--- src/rtl/pulse_event_arbiter.sv ---
// Pulse event arbiter: synchronizes NUM_CH noisy inputs, counts rising edges
// per channel and drains them round-robin onto one valid/ready event port.
module pulse_event_arbiter #(
  parameter int NUM_CH = 4,
  parameter int CNT_W = 4,
  localparam int CH_W = $clog2(NUM_CH)
) (
  input  logic              clk,
  input  logic              rst,
  input  logic [NUM_CH-1:0] noisy_in,
  input  logic [NUM_CH-1:0] ch_en,
  input  logic              ovf_clr,
  output logic              evt_valid,
  input  logic              evt_ready,
  output logic [CH_W-1:0]   evt_ch,
  output logic [NUM_CH-1:0] ovf,
  output logic              busy
);

  typedef enum logic {EMPTY, OFFER} state_e;

  state_e state_q, state_d;

  logic [NUM_CH-1:0] s0_q, s1_q, s2_q;
  logic [CNT_W-1:0]  cnt_q [NUM_CH];
  logic [CNT_W-1:0]  cnt_d [NUM_CH];
  logic [CH_W-1:0]   rr_q, rr_d;
  logic [CH_W-1:0]   ch_q, ch_d;
  logic [NUM_CH-1:0] ovf_q, ovf_d;

  logic [NUM_CH-1:0] rise, elig, dec, ovf_set;
  logic [CH_W-1:0]   grant;
  logic [CH_W:0]     scan;
  logic              found, load, pend;

  always_comb begin
    rise = s1_q & ~s2_q & ch_en;
    pend = 1'b0;
    for (int i = 0; i < NUM_CH; i++) begin
      elig[i] = (cnt_q[i] != '0) & ch_en[i];
      pend = pend | (cnt_q[i] != '0);
    end

    found = 1'b0;
    grant = '0;
    scan = '0;
    for (int k = 0; k < NUM_CH; k++) begin
      scan = {1'b0, rr_q} + (CH_W+1)'(k);
      if (scan >= (CH_W+1)'(NUM_CH))
        scan = scan - (CH_W+1)'(NUM_CH);
      if (!found && elig[scan[CH_W-1:0]]) begin
        found = 1'b1;
        grant = scan[CH_W-1:0];
      end
    end

    load = ((state_q == EMPTY) || evt_ready) && found;

    state_d = state_q;
    ch_d = ch_q;
    rr_d = rr_q;
    if (load) begin
      state_d = OFFER;
      ch_d = grant;
      rr_d = (grant == CH_W'(NUM_CH-1)) ? '0
           : grant + CH_W'(1);
    end else if (state_q == OFFER && evt_ready) begin
      state_d = EMPTY;
    end

    // Saturated counters drop the edge and flag it sticky
    ovf_set = '0;
    for (int i = 0; i < NUM_CH; i++) begin
      dec[i] = load && (grant == CH_W'(i));
      cnt_d[i] = cnt_q[i];
      unique case (1'b1)
        rise[i] & ~dec[i]: begin
          if (cnt_q[i] == {CNT_W{1'b1}})
            ovf_set[i] = 1'b1;
          else
            cnt_d[i] = cnt_q[i] + CNT_W'(1);
        end
        dec[i] & ~rise[i]:
          cnt_d[i] = cnt_q[i] - CNT_W'(1);
        default: ;
      endcase
    end

    ovf_d = (ovf_clr ? '0 : ovf_q) | ovf_set;
  end

  always_ff @(posedge clk) begin
    if (rst) begin
      s0_q <= '0;
      s1_q <= '0;
      s2_q <= '0;
      for (int i = 0; i < NUM_CH; i++)
        cnt_q[i] <= '0;
      rr_q <= '0;
      ch_q <= '0;
      ovf_q <= '0;
      state_q <= EMPTY;
    end else begin
      s0_q <= noisy_in;
      s1_q <= s0_q;
      s2_q <= s1_q;
      for (int i = 0; i < NUM_CH; i++)
        cnt_q[i] <= cnt_d[i];
      rr_q <= rr_d;
      ch_q <= ch_d;
      ovf_q <= ovf_d;
      state_q <= state_d;
    end
  end

  assign evt_valid = (state_q == OFFER);
  assign evt_ch = ch_q;
  assign ovf = ovf_q;
  assign busy = evt_valid | pend;

endmodule

--- config.mk ---
export PLATFORM = sky130hd
export DESIGN_NAME = pulse_event_arbiter
export DESIGN_NICKNAME = d
export VERILOG_FILES = /design/src/rtl/pulse_event_arbiter.sv
export SDC_FILE = /design/constraint.sdc
export NUM_CORES = 1
export LEC_CHECK = 0
export CORE_ASPECT_RATIO = 0.9
export CORE_MARGIN = 2
export CORE_UTILIZATION = 52
export CTS_BUF_LIST = sky130_fd_sc_hd__clkbuf_8 sky130_fd_sc_hd__clkbuf_16
export CTS_CLUSTER_DIAMETER = 50
export DETAILED_ROUTE_END_ITERATION = 10
export GPL_ROUTABILITY_DRIVEN = 0
export MAX_ROUTING_LAYER = met4
export PLACE_DENSITY_LB_ADDON = 0.25
export REMOVE_ABC_BUFFERS = 1
export SYNTH_ARGS = -nofsm -noshare
export SYNTH_HDL_FRONTEND = slang
export SYNTH_SLANG_ARGS = --single-unit
--- constraint.sdc ---
create_clock -name clk -period 3.9 [get_ports clk]
set_input_delay 0.78 -clock clk [delete_from_list [all_inputs] [get_ports clk]]
set_output_delay 0.78 -clock clk [all_outputs]
set_load 0.01 [all_outputs]
== Word-level counts from Yosys, hierarchy flattened ==
Memories as Yosys holds them, arrays and structs flattened.
Cells that the tools add are included.
Widths: inputs -> output; s select.

* Word-level logic and storage cells: 138
* Bits of input ports: 12
* Register bits: 21
* Bits in read-only memories: 0
* Memories kept: 1
* Bits in latches: 0
* RAM bits: 16
* Output and inout port bits: 8

* Equal/unequal tests: 7
* Reductions and logical operators: 19
* Div/mod/pow operators: 0
* Add/subtract/negate cells: 16
* Shift operators: 0
* $lt $le $gt $ge: 8
* Bitwise logic cells: 33
* Multiplexer cells: 47
* Multiply operators: 0

{| class="wikitable"
|+ Memory list
! memory !! words !! bits a word !! read ports !! clocked after memory_dff !! wr ports !! line !! RTL
|-
| cnt_q || 4 || 4 || 4 || 0 || 4 || 25 || <nowiki>logic [CNT_W-1:0] cnt_q [NUM_CH];</nowiki>
|}

{| class="wikitable"
|+ Operators with widths
! operator !! count
|-
| $mux 4 || 9
|-
| $pmux 4 s2 || 4
|-
| $mux 1 || 21
|-
| $mux 2 || 9
|-
| $add 4x1->4 const B || 4
|-
| $eq 4x4->1 const B || 4
|-
| $reduce_bool 4->1 || 4
|-
| $sub 4x1->4 const B || 4
|-
| $and 1x1->1 || 12
|-
| $lt 2x3->1 const B || 4
|-
| $ge 3x3->1 const B || 3
|-
| $logic_and 1x1->1 || 9
|-
| $not 1->1 || 9
|-
| $and 4x4->4 || 2
|-
| $bmux 1 s2 || 4
|-
| $or 1x1->1 || 8
|-
| $sub 2x1->2 const B || 4
|-
| $add 2x2->3 const B || 2
|-
| $eq 2x2->1 const B || 2
|-
| $not 4->4 || 1
|-
| $or 4x4->4 || 1
|-
| $add 2x1->3 const B || 1
|-
| $ge 2x3->1 const B || 1
|-
| $logic_not 1->1 || 3
|-
| 5 further kinds || 5
|}

== Longest topological paths before layout ==
Gate-level depths: netlist of run 1.
An unclocked memory read counts as a cell.

* Depth in word-level cells: 21
* Depth in mapped cells: 14
* Mapped depth without buffers: 14

== Worst setup path after synthesis of run 1 ==
No wires, ideal clock.

* Path type: input-to-reg
* Start point: input port ch_en[0]
* End point: memory cnt_q[3][3]
* Buffers on the path: 0
* Library setup time: 0.123 ns
* Data arrival time: 3.637 ns
* Path slack: 0.140 ns
* Data required time: 3.777 ns
* Cell stages on the path: 14
* Cell sequence: o41a_2 > a22oi_1 > o221ai_1 > or2_2 > inv_1 > ha_1 > inv_1 > or3_2 > inv_2 > ha_1 > a21o_1 > a21oi_1 > mux2i_1 > mux2_1

{| class="wikitable"
|+ RTL lines
! element !! line !! RTL
|-
| from (decl) || 11 || <nowiki>input logic [NUM_CH-1:0] ch_en,</nowiki>
|-
| to (decl) || 25 ||
|}

==> run metrics, run 1 <==
proportion of layout cells with a drive suffix above 1=25.09%; Worst setup SP type=input pin; clock-pin slew on the worst setup and hold paths=0.07 ns; count of final hold-check violations=0; dpl hpwl=3194 µm; RSZ-0062 raised after global routing=false; Synth Instances=232; cell accounting for the most synthesized area=dfxtp_1; Starting Density=53.99%; critical-path maximum fanout=4; static leakage=0.001168 µW; Post-synth top cells=dfxtp_1 (37), nor2_1 (26), inv_1 (17); Multi-input gate area=0.001381 mm²; first-pass GRT wire length=7817 µm; antenna violations before repair=0; Crit Path Class=in -> reg; pin count of the biggest net entering global routing=51; global route overflow=0; fin worst setup slack=0.1261 ns; Setup WS pre-CTS=-0.2823 ns; wl on met1=2240 µm; via/cell ratio=5.517; vias in the first global route=1704; Post-synth EDFFs=0; Longest Clk Path Bufs=2; Ys Warns=0; std cell rows=22; Ports=20; hold buffer count at CTS=0; final setup fails=0; Placed Area=0.002599 mm²; fin nets=306; CP Data Arrival Time=3.95 ns; Die Area=0.004736 mm²; Critical Path RT=4.08 ns; Tmin final=3.774 ns; DRT iter0 DRCs=132; cts bufs inserted=5; Seq/Total Area, Yosys=33.91%; final slew viol count=0; Worst-Skew Late Latency=0.29 ns; Yosys reg bits=37; r2r setup slk=0.37 ns; Avg Inst Size Synth=9.416 µm²; fmax=0.2650 GHz; core box area=0.004046 mm²; max_slew headroom=42.57%; slew of the pin with the lowest slew margin=0.8615 ns; Worst setup endpoint=cnt_q[3][3]; drt drc=0; share of the synthesized area in the top cell type=33.91%; area added between synthesis and finish=25.20%; fraction of registers with async set/reset=0%; dominant cells by area after synthesis=dfxtp_1 (34%), ha_1 (6.9%), nor2b_1 (4.6%), nor2_1 (4.5%), fa_1 (3.7%); met3 WL=145 µm; worst hold slack=0.4329 ns; crit end category=flip-flop; Register Area=740.7 µm²; CTS tree=built; cell area after layout=0.002735 mm²; top-count cell post-synth=dfxtp_1; metal2 WL=2064 µm; antenna diode count=0; status=finished, final reports clean; Period Utilization, post-route=96.77%; Max Cap Viol=0; mapped cell area=0.002185 mm²; Die Wd=72.32 µm; Top FF cell, synth=dfxtp_1; first drt pass iteration count=4; Layout fillers=323; clock skew=0.004585 ns; total vias in the final route=1804; PortBufs=19; DR top layer=met4; Routed WL=4519 µm; GRT Util Overall=21.65%; Hold Crit Class=reg -> reg; power per cell area=641.7 mW/mm²; R2R Path Start=cnt_q[0][3]; root buffer cell=clkbuf_8; Clock Sink Count=37; Routed Antenna Nets=0; Reg2Reg Depth=14; H-tree depth=2; reg2reg end=cnt_q[3][3]; Critical Path Start=ch_en[2]; VDD IR max=366.9 µV; Die H=65.49 µm; DR WL/cell=13.82 µm; Design Power=1755 µW; Yosys cell types=51
flip-flops by register name, summed over array words and instances (netlist names):
name and cells:
s2_q 4, cnt_q 16, evt_valid 1, evt_ch 2
ovf 4, s1_q 4, rr_q 2, s0_q 4
worst max-delay path, stage by stage:
cell	delay, ns
clkdlybuf4s50_1	0.44
o41a_1	0.17
buf_4	0.17
nand3_1	0.09
o221ai_2	0.10
or2_4	0.27
inv_2	0.06
ha_1	0.16
inv_1	0.06
or3_2	0.50
inv_2	0.07
ha_1	0.21
a21o_1	0.19
a21oi_2	0.15
mux2i_1	0.21
mux2_1	0.33
metrics by stage:
| step | cells | utilization, % | setup TNS [ns] |
|---|---|---|---|
| final | 327 | 67.59 | 0 |
| after global routing | 327 | 67.59 | 0 |
| after CTS | 326 | 66.26 | 0 |
| after detailed placement | 318 | 64.22 | -1.357 |
| after global placement | 318 | 64.22 | -0.9102 |
| after floorplan | 223 | - | 0 |
power by group:
group / total [µW] / leakage [µW] / internal, µW / switching, µW
Sequential: 497 / 0.000302 / 434 / 63.7
Combinational: 998 / 0.000817 / 519 / 479
Clock: 260 / 0.0000491 / 121 / 138
Total: 1760 / 0.00117 / 1070 / 681
final cells by class:
class                           instances  area share (%)
Tap cell                               48           2.196
Multi-Input combinational cell        168           50.50
Inverter                               18           2.470
Sequential cell                        37           27.08
Clock buffer                            5           2.516
Clock inverter                          3          0.5032
Timing Repair Buffer                   48           14.73
how the worst min path moves through the flow:
stage / startpoint / endpoint / slack (ns) / depth (start not counted)
floorplan: s0_q[0] / s1_q[0] / 0.41 / 1
global placement: s0_q[0] / s1_q[0] / 0.42 / 1
detailed placement: s0_q[0] / s1_q[0] / 0.42 / 1
CTS: s0_q[0] / s1_q[0] / 0.43 / 1
global route: s0_q[0] / s1_q[0] / 0.45 / 1
finish: s0_q[0] / s1_q[0] / 0.43 / 1
cell families after synthesis:
family,Yosys count,share of synthesized area (%)
xor+xnor,4,1.604
buf+inv,27,4.983
fa+ha+maj,16,10.54
simple gates,81,20.96
flops,37,33.91
mux,15,7.445
compound gates,52,20.56
metal layers:
layer	vias to the layer above	global-route usage (%)
met5	-	-
met1	836	28.33
met2	34	32.80
met4	0	7.547
li1	926	-
met3	8	5.215
placed cells by master (no fill, tap or decap), types with 3 or more instances in the layout:
cell             synthesis  routed
dfxtp_1                 37      37
buf_4                    0      29
nor2_1                  26      26
clkdlybuf4s50_1          0      18
inv_1                   17      17
nor2b_1                 16      16
ha_1                    12      12
a21oi_1                 11      10
nand2_1                  6       6
a211oi_1                 6       6
mux2_2                   6       6
mux2i_1                  5       5
o21ai_0                  5       5
clkbuf_8                 0       5
a22oi_2                  3       4
and3b_1                  4       4
a21oi_2                  3       4
mux2_1                   4       4
fa_1                     4       4
o41ai_1                  4       3
nor3b_2                  0       3
nor4_1                   4       3
and4_1                   3       3
xnor2_1                  3       3
nor3_1                   3       3
a32oi_1                  3       3
a21o_1                   3       3
nor3b_1                  6       3
timing repair:
item	in CTS	in global routing
endpoints found under the hold margin	0	0
setup endpoints to repair	0	8
setup buffers	0	1
resized for setup	0	10
(Power assumes the default switching activity.)
==> run 2, diff against run 1 <==
--- a/config.mk
+++ b/config.mk
@@ -5,14 +5,15 @@
 export SDC_FILE = /design/constraint.sdc
 export NUM_CORES = 1
 export LEC_CHECK = 0
+export CELL_PAD_IN_SITES_DETAIL_PLACEMENT = 1
+export CELL_PAD_IN_SITES_GLOBAL_PLACEMENT = 2
 export CORE_ASPECT_RATIO = 0.9
 export CORE_MARGIN = 2
-export CORE_UTILIZATION = 52
+export CORE_UTILIZATION = 32
 export CTS_BUF_LIST = sky130_fd_sc_hd__clkbuf_8 sky130_fd_sc_hd__clkbuf_16
 export CTS_CLUSTER_DIAMETER = 50
 export DETAILED_ROUTE_END_ITERATION = 10
 export GPL_ROUTABILITY_DRIVEN = 0
-export MAX_ROUTING_LAYER = met4
 export PLACE_DENSITY_LB_ADDON = 0.25
 export REMOVE_ABC_BUFFERS = 1
 export SYNTH_ARGS = -nofsm -noshare
==> run 2 against run 1 <==
- sequential cell count is the same
- hold slack gained 0.012 ns
- largest power group unchanged
- critical endpoint unchanged
- design area grew 4.2%
- first-iteration DRC count shrank 85%
==> run metrics, run 2 (synthesis gave the netlist of run 1 again) <==
status=finished, final reports clean (unchanged); final setup fails=0 (unchanged); antenna violations before repair=0 (unchanged); VDD IR max=246.7 µV (was 366.9 µV); critical-path maximum fanout=3 (was 4); std cell rows=28 (was 22); final slew viol count=0 (unchanged); CP max-delay cell=clkdlybuf4s50_1 (was or3_2); Die Area=0.007505 mm² (was 0.004736 mm²); Max stage delay on crit path=0.43 ns (was 0.50 ns); Die H=82.39 µm (was 65.49 µm); commonest non-fill, non-tap cell in the layout=dfxtp_1 (unchanged); Cells after DPL=363 (was 318); antenna diode count=0 (unchanged); total vias in the final route=1864 (was 1804); fin worst setup slack=0.2343 ns (was 0.1261 ns); critical path's top delay family=buffers and inverters (was simple AND/OR/NAND/NOR gates); DRT iter0 DRCs=20 (was 132); Starting Density=33.17% (was 53.99%); pin count of the biggest net entering global routing=51 (unchanged); crit end category=flip-flop (unchanged); commonest cells after routing, fill and taps aside=dfxtp_1 (37), buf_4 (36), nor2_1 (26), clkdlybuf4s50_1 (17) (was dfxtp_1 (37), buf_4 (29), nor2_1 (26), clkdlybuf4s50_1 (18), inv_1 (17)); first-pass GRT wire length=9252 µm (was 7817 µm); power per cell area=656.8 mW/mm² (was 641.7 mW/mm²); Routed Antenna Nets=0 (unchanged); Design Power=1872 µW (was 1755 µW); max_slew headroom=42.27% (was 42.57%); fin nets=313 (was 306); cts bufs inserted=5 (unchanged); count of final hold-check violations=0 (unchanged); static leakage=0.001205 µW (was 0.001168 µW); H-tree depth=2 (unchanged); global route overflow=0 (unchanged); Worst-Skew Late Latency=0.29 ns (about the same); Period Utilization, post-route=93.99% (was 96.77%); Hold Crit Class=reg -> reg (unchanged); Worst setup SP type=input pin (unchanged); Routed WL=5361 µm (was 4519 µm); PortBufs=19 (unchanged); drt drc=0 (unchanged); slew of the pin with the lowest slew margin=0.8659 ns (was 0.8615 ns); Tmin final=3.666 ns (was 3.774 ns); Setup TNS Final=0 ns (unchanged); Clock Sink Count=37 (unchanged); Die Wd=91.10 µm (was 72.32 µm); largest register by flop count=cnt_q (unchanged); Bufs and invs on worst path=5 (unchanged); dpl hpwl=3959 µm (was 3194 µm); Cell Chain, Critical Path=clkdlybuf4s50_1 -> o41a_1 -> buf_4 -> nand3_1 -> o221ai_1 -> or2_4 -> inv_2 -> ha_2 -> inv_1 -> or3_4 -> inv_2 -> ha_1 -> a21o_1 -> a21oi_2 -> mux2i_1 -> mux2_1 (was clkdlybuf4s50_1 -> o41a_1 -> buf_4 -> nand3_1 -> o221ai_2 -> or2_4 -> inv_2 -> ha_1 -> inv_1 -> or3_2 -> inv_2 -> ha_1 -> a21o_1 -> a21oi_2 -> mux2i_1 -> mux2_1); Max Cap Viol=0 (unchanged); CTS tree=built (unchanged); root buffer cell=clkbuf_8 (unchanged); max reg flops=16 (unchanged); via/cell ratio=4.971 (was 5.517); hold buffer count at CTS=0 (unchanged); critical path's most frequent cell=inv_2; vias in the first global route=1938 (was 1704); Ports=20 (unchanged); Crit Path Class=in -> reg (unchanged); Setup WS pre-CTS=-0.3455 ns (was -0.2823 ns); core box area=0.006586 mm² (was 0.004046 mm²); first drt pass iteration count=4 (unchanged); Longest Clk Path Bufs=2 (unchanged); final instance count without filler cells=375 (was 327); area added between synthesis and finish=30.47% (was 25.20%); clock skew=0.009421 ns (was 0.004585 ns); CP Data Arrival Time=3.84 ns (was 3.95 ns); fmax=0.2728 GHz (was 0.2650 GHz); Critical Path RT=4.07 ns (was 4.08 ns); clock-pin slew on the worst setup and hold paths=0.08 ns (was 0.07 ns); DR WL/cell=14.30 µm (was 13.82 µm); proportion of layout cells with a drive suffix above 1=26.32% (was 25.09%); worst hold slack=0.4450 ns (was 0.4329 ns); GRT Util Overall=15.60% (was 21.65%)
==> run 2: path summary, 6_finish.rpt <==
kind | start | end | slack, ns | cells after the start
setup / recovery | ch_en[2] | cnt_q[3][3] | 0.23 | 16
hold / removal | s0_q[2] | s1_q[2] | 0.44 | 1
setup reg to reg | cnt_q[0][3] | cnt_q[1][3] | 0.39 | 15
hold reg to reg | s0_q[2] | s1_q[2] | 0.44 | 1
==> run 2: worst register-to-register path, delay by kind of cell (launching register included) <==
family | cells | cell delay (ns)
AOI/OAI and AO/OA | 4 | 1.02
adders and majority gates | 2 | 0.48
buffers and inverters | 4 | 0.49
DFF | 1 | 0.35
and+or+nand+nor | 4 | 0.73
muxes | 1 | 0.32
==> run 2: power breakdown <==
group | total, µW | switching, µW | internal, µW
Combinational | 1050 | 502 | 548
Sequential | 494 | 60.7 | 434
Clock | 328 | 142 | 186
==> run 2: stage by stage <==
stage	area, µm²	utilization, %
5_1_grt	2850	43.28
2_1_floorplan	2143	-
3_3_place_gp	2674	40.60
4_1_cts	2800	42.52
6_report	2850	43.28
3_5_place_dp	2674	40.60
==> run 2: what timing repair did <==
action                     in CTS  in global routing
gates resized for setup         3                  8
pin swaps                       1                  3
buffers inserted                2                  3
setup endpoints to repair       1                  8
==> run 2: layout make-up <==
class	instances	area, µm²
sequential	37	740.7
fill	787	3736
inverter	18	67.56
tap	90	112.6
multi-input combinational	168	1371
clock inverter	2	35.03
timing repair buffer	55	454.2
clock buffer	5	68.82
==> run 2: per-layer routing <==
layer	part of all wire (%)	up-vias	track usage, %
li1	-	940	-
met1	50	905	19.92
met2	47	15	27.04
met3	2.7	4	3.721
met4	0.88	0	3.636
met5	0	-	0
